## config.mk

```make
export PLATFORM = sky130hd
export DESIGN_NAME = dcache_flush_fsm
export DESIGN_NICKNAME = d
export VERILOG_FILES = /design/src/rtl/dcache_flush_fsm.sv
export SDC_FILE = /design/constraint.sdc
export NUM_CORES = 1
export LEC_CHECK = 0
export CAP_MARGIN = 20
export CORE_MARGIN = 10
export CORE_UTILIZATION = 32
export DETAILED_ROUTE_END_ITERATION = 6
export HOLD_SLACK_MARGIN = 0.06
export PLACE_DENSITY_LB_ADDON = 0.25
export SYNTH_ARGS = -nofsm -noshare
export SYNTH_HDL_FRONTEND = slang
export SYNTH_SLANG_ARGS = --single-unit
```

## constraint.sdc

```tcl
create_clock -name clk_i -period 3.59 [get_ports clk_i]
set_clock_uncertainty 0.15 [all_clocks]
set_input_delay 0.718 -clock clk_i [delete_from_list [all_inputs] [get_ports clk_i]]
set_output_delay 0.718 -clock clk_i [all_outputs]
set_load 0.05 [all_outputs]
```

## src/rtl/dcache_flush_fsm.sv

```systemverilog
// dcache_flush_fsm: walks every set/way, writes back valid+dirty lines and invalidates each line.
// Writeback path is built only when DCACHE_FLUSH_WRITEBACK_EN is defined (otherwise write-through: invalidate only).
module dcache_flush_fsm #(
  parameter int NUM_SETS = 256,
  parameter int NUM_WAYS = 8,
  parameter int TAG_W    = 44,
  localparam int IDX_W   = (NUM_SETS > 1) ? $clog2(NUM_SETS) : 1,
  localparam int WAY_W   = (NUM_WAYS > 1) ? $clog2(NUM_WAYS) : 1
) (
  input  logic             clk_i,
  input  logic             rst_ni,
  input  logic             flush_i,
  output logic             flush_ack_o,
  output logic             busy_o,
  input  logic             miss_pending_i,
  output logic             tag_req_o,
  output logic [IDX_W-1:0] tag_idx_o,
  output logic [WAY_W-1:0] tag_way_o,
  input  logic             tag_valid_i,
  input  logic             tag_dirty_i,
  input  logic [TAG_W-1:0] tag_i,
  output logic             tag_we_o,
  output logic             wb_valid_o,
  input  logic             wb_ready_i,
  output logic [TAG_W-1:0] wb_tag_o,
  output logic [IDX_W-1:0] wb_idx_o,
  output logic [WAY_W-1:0] wb_way_o
);
  typedef enum logic [2:0] {
    IDLE,
    WAIT_IDLE,
    READ,
    CHECK,
`ifdef DCACHE_FLUSH_WRITEBACK_EN
    WB,
`endif
    INV,
    DONE,
    HOLDOFF
  } state_t;
  state_t state_q, state_d;
  logic [IDX_W-1:0] set_q;
  logic [WAY_W-1:0] way_q;
  logic set_last, way_last;
  assign set_last = set_q == IDX_W'(NUM_SETS - 1);
  assign way_last = way_q == WAY_W'(NUM_WAYS - 1);
  // State register; reset aborts any walk in progress without an ack
  always_ff @(posedge clk_i or negedge rst_ni)
    if (!rst_ni) state_q <= IDLE;
    else state_q <= state_d;
  // Walk counters: cleared when a flush is accepted, advanced after each invalidate except the last line
  always_ff @(posedge clk_i or negedge rst_ni)
    if (!rst_ni) begin
      set_q <= '0;
      way_q <= '0;
    end else if (state_q == IDLE && flush_i) begin
      set_q <= '0;
      way_q <= '0;
    end else if (state_q == INV && !(set_last && way_last)) begin
      way_q <= way_last ? '0 : way_q + 1'b1;
      set_q <= way_last ? set_q + 1'b1 : set_q;
    end
`ifdef DCACHE_FLUSH_WRITEBACK_EN
  logic [TAG_W-1:0] wb_tag_q;
  // Hold the dirty line's tag so the writeback payload stays stable until accepted
  always_ff @(posedge clk_i or negedge rst_ni)
    if (!rst_ni) wb_tag_q <= '0;
    else if (state_q == CHECK && tag_valid_i && tag_dirty_i) wb_tag_q <= tag_i;
  assign wb_valid_o = state_q == WB;
  assign wb_tag_o   = wb_tag_q;
  assign wb_idx_o   = set_q;
  assign wb_way_o   = way_q;
`else
  logic unused_wb;
  assign unused_wb  = ^{wb_ready_i, tag_valid_i, tag_dirty_i, tag_i};
  assign wb_valid_o = 1'b0;
  assign wb_tag_o   = '0;
  assign wb_idx_o   = '0;
  assign wb_way_o   = '0;
`endif
  // Next-state: wait out refills, then READ/CHECK/(WB)/INV per line, ack, and ignore the held request once
  always_comb begin
    state_d = state_q;
    case (state_q)
      IDLE:      state_d = flush_i ? WAIT_IDLE : IDLE;
      WAIT_IDLE: state_d = miss_pending_i ? WAIT_IDLE : READ;
      READ:      state_d = CHECK;
`ifdef DCACHE_FLUSH_WRITEBACK_EN
      CHECK:     state_d = (tag_valid_i && tag_dirty_i) ? WB : INV;
      WB:        state_d = wb_ready_i ? INV : WB;
`else
      CHECK:     state_d = INV;
`endif
      INV:       state_d = (set_last && way_last) ? DONE : READ;
      DONE:      state_d = HOLDOFF;
      HOLDOFF:   state_d = IDLE;
      default:   state_d = IDLE;
    endcase
  end
  assign busy_o      = !(state_q == IDLE || state_q == HOLDOFF);
  assign tag_req_o   = state_q == READ;
  assign tag_we_o    = state_q == INV;
  assign flush_ack_o = state_q == DONE;
  assign tag_idx_o   = set_q;
  assign tag_way_o   = way_q;
endmodule
```

==> metrics.yaml <==
grt_pass1_wl_um: 4100
numCtsBuffers: 3
h-tree-depth: 1
synth-xor-area-share: 0.0142
routed-wl-met3_um: 356
finalNetCount: 213
diodes: 0
grt-ovfl-total: 0
core-area_mm2: 0.00369
postRouteWirelength_um: 2660
path_max_fanout: 9
cts_tree: "done"
synth_compound_area_frac: 0.0732
post_cts_buffers: 0
ant_nets: 0
r2r-end: "tag_idx_o[5]$_DFFE_PN0P_"
switching_share: 0.503
period_minus_slack_ns: 2.84
first_global_vias: 874
crit_end: "tag_we_o"
die_w_um: 82.0
hold_viol_final: 0
ff2ff_setup_slack_ns: 1.49
yosysWarnings: 0
rsz0062_at_grt: "false"
pre_cts_ws_ns: 1.02
top_layer: "met4"
clock-sinks: 14
worstSkewPairLatency_ns: 0.24
timing.final.crit_share: 0.791
syn-cell-area_mm2: 0.00123
synth_seq_cells: 14
setup_viol: 0
routed_via_density: 4.04
met1_length_um: 1010
cpPeakStageDelay_ns: 0.81
dp_hpwl_um: 2190
postSynthCellCount: 139
clockPowerShare: 0.192
synth-adder-area-share: 0.0305
timing.hold.ws_ns: 0.422
cts_resized: 0
synth_top_area_share: 0.342
leakage_nw: 0.628
placed_cell_area_mm2: 0.00125
cp.arrival_ns: 1.97
synth_top_area_cell: "buf_4"
combinationalPowerShare: 0.516
p_seq_frac: 0.291
hold_class: "flip-flop to flip-flop"
cp.depth: 3
synthMuxAreaShare: 0.0244
rows: 22
layout_commonest_cell: "conb_1"
area_growth_pct: 5.90
fp.dieArea_mm2: 0.00672
peakVddDrop_v: 0.000347
internal-power_w: 0.000392
initialDrtViolationCount: 44
routedWlPerCell_um: 12.9
crit_required_ns: 2.72
cp-start-kind: "flip-flop"
synth-edff-count: 0
synth_top_family_by_area: "buffers and inverters"
place_congestion: 0.800
fin_ws_ns: 0.752
critPathTopFamily: "buffers and inverters"
dr_wl_met2_um: 1280
numPortBuffers: 18
status: "finished clean"
power_switching_w: 0.000396
setup-tns-final_ns: 0
worstSetupEndpointType: "primary output"
slew_headroom: 0.579
ys_types: 39
cts_root_buffer: "clkbuf_8"
layout_common_cells: "conb_1, clkdlybuf4s50_1, dfrtp_1, nor2_1"
fmax_mhz: 352
pin_count: 122
yosys_most_used_dff: "dfrtp_1"
grt_max_degree: 15
syn_avg_cell_area_um2: 8.85
drtPass1Iterations: 4
slew_violations: 0
path_buf_inv: 2
r2r_cells: 6
cp_slowest_cell: "clkdlybuf4s50_1"
grtUsageTotal: 0.0765
crit_chain: "nor3b_1 > buf_4 > clkdlybuf4s50_1"
worstSetupStartpoint: "state_q[2]$_DFF_PN0_"
initial_utilization: 0.333
cap_viol_max_count: 0
drc: 0
setup.worst_path.class: "flip-flop to primary output"
grt_antenna_before_repair: 0
vias: 833
final_area_mm2: 0.00130
yosysSeqAreaShare: 0.285
reg2reg_from: "tag_way_o[0]$_DFFE_PN0P_"
final_layout_size_suffix_gt1_frac: 0.0570
die_height_um: 82.0
clkTransAtPathRegs_ns: 0.06
async_flop_share: 1.00
hold_buffers: 0
worstMarginPinSlew_ns: 0.630
power.density_mw_per_mm2: 605
ctsLongestPathBuffers: 2
yosys.area_share.simple: 0.209
synth_area_leaders: "buf_4, dfrtp_1, ha_1"
[synthesized netlist by cell type (all sizes together) (3+ instances only)]
library cell   n
dfrtp         14
buf           58
ha             3
nor2           9
nor3b          4
mux2i          3
nand3          4
nand2          5
nor3           4
a21oi          5
[state kept, by name, summed over array words and instances, names as in the netlist]
name / count
state_q: 3
tag_idx_o: 8
tag_way_o: 3
[final cells by class]
cell class                 count  area, µm²
multi-input combinational    120        642
timing repair buffer          20        195
sequential                    14        350
fill                         392       2390
tap                           48       60.1
clock buffer                   4       55.1
[stage by stage]
step / power, W / std cells / utilization
after floorplan: 0.000605 / 194 / -
after global placement: 0.000631 / 202 / 0.338
after detailed placement: 0.000640 / 202 / 0.338
after CTS: 0.000796 / 206 / 0.353
after global routing: 0.000836 / 206 / 0.353
final: 0.000788 / 206 / 0.353
[worst min-delay path by stage]
stage | cells after the start | startpoint | endpoint | slack [ns]
finish | 2 | tag_way_o[1]$_DFFE_PN0P_ | tag_way_o[1]$_DFFE_PN0P_ | 0.42
global route | 1 | tag_idx_o[4]$_DFFE_PN0P_ | tag_idx_o[4]$_DFFE_PN0P_ | 0.45
CTS | 1 | tag_idx_o[4]$_DFFE_PN0P_ | tag_idx_o[4]$_DFFE_PN0P_ | 0.43
detailed placement | 2 | tag_way_o[1]$_DFFE_PN0P_ | tag_way_o[1]$_DFFE_PN0P_ | 0.41
global placement | 2 | tag_way_o[1]$_DFFE_PN0P_ | tag_way_o[1]$_DFFE_PN0P_ | 0.40
floorplan | 0 | rst_ni | state_q[0]$_DFF_PN0_ | 0.27
[power groups by stage]
stage	registers, W	logic [W]	clock network, W
floorplan	0.000233	0.000372	0
global placement	0.000230	0.000401	0
detailed placement	0.000232	0.000408	0
CTS	0.000231	0.000408	0.000156
global route	0.000237	0.000432	0.000167
finish	0.000230	0.000407	0.000152
[cell families after synthesis]
family,Yosys count
other cells,1
simple gates,42
xor+xnor,2
buf+inv,60
flops,14
compound gates,14
mux,3
fa+ha+maj,3
[worst register-to-register path, delay by kind of cell, from the launching register on]
| family | cells | cell delay (ns) |
|---|---|---|
| fa+ha+maj | 2 | 0.47 |
| simple gates | 3 | 0.85 |
| flops | 1 | 0.40 |
| compound gates | 1 | 0.15 |
[per-layer routing]
layer  vias up  global-route usage
met4         0              0.0153
met2        46               0.128
met5         -                   0
li1        397                   -
met1       388              0.0839
met3         2              0.0426
No activity file was read; power rests on OpenSTA's default activity.
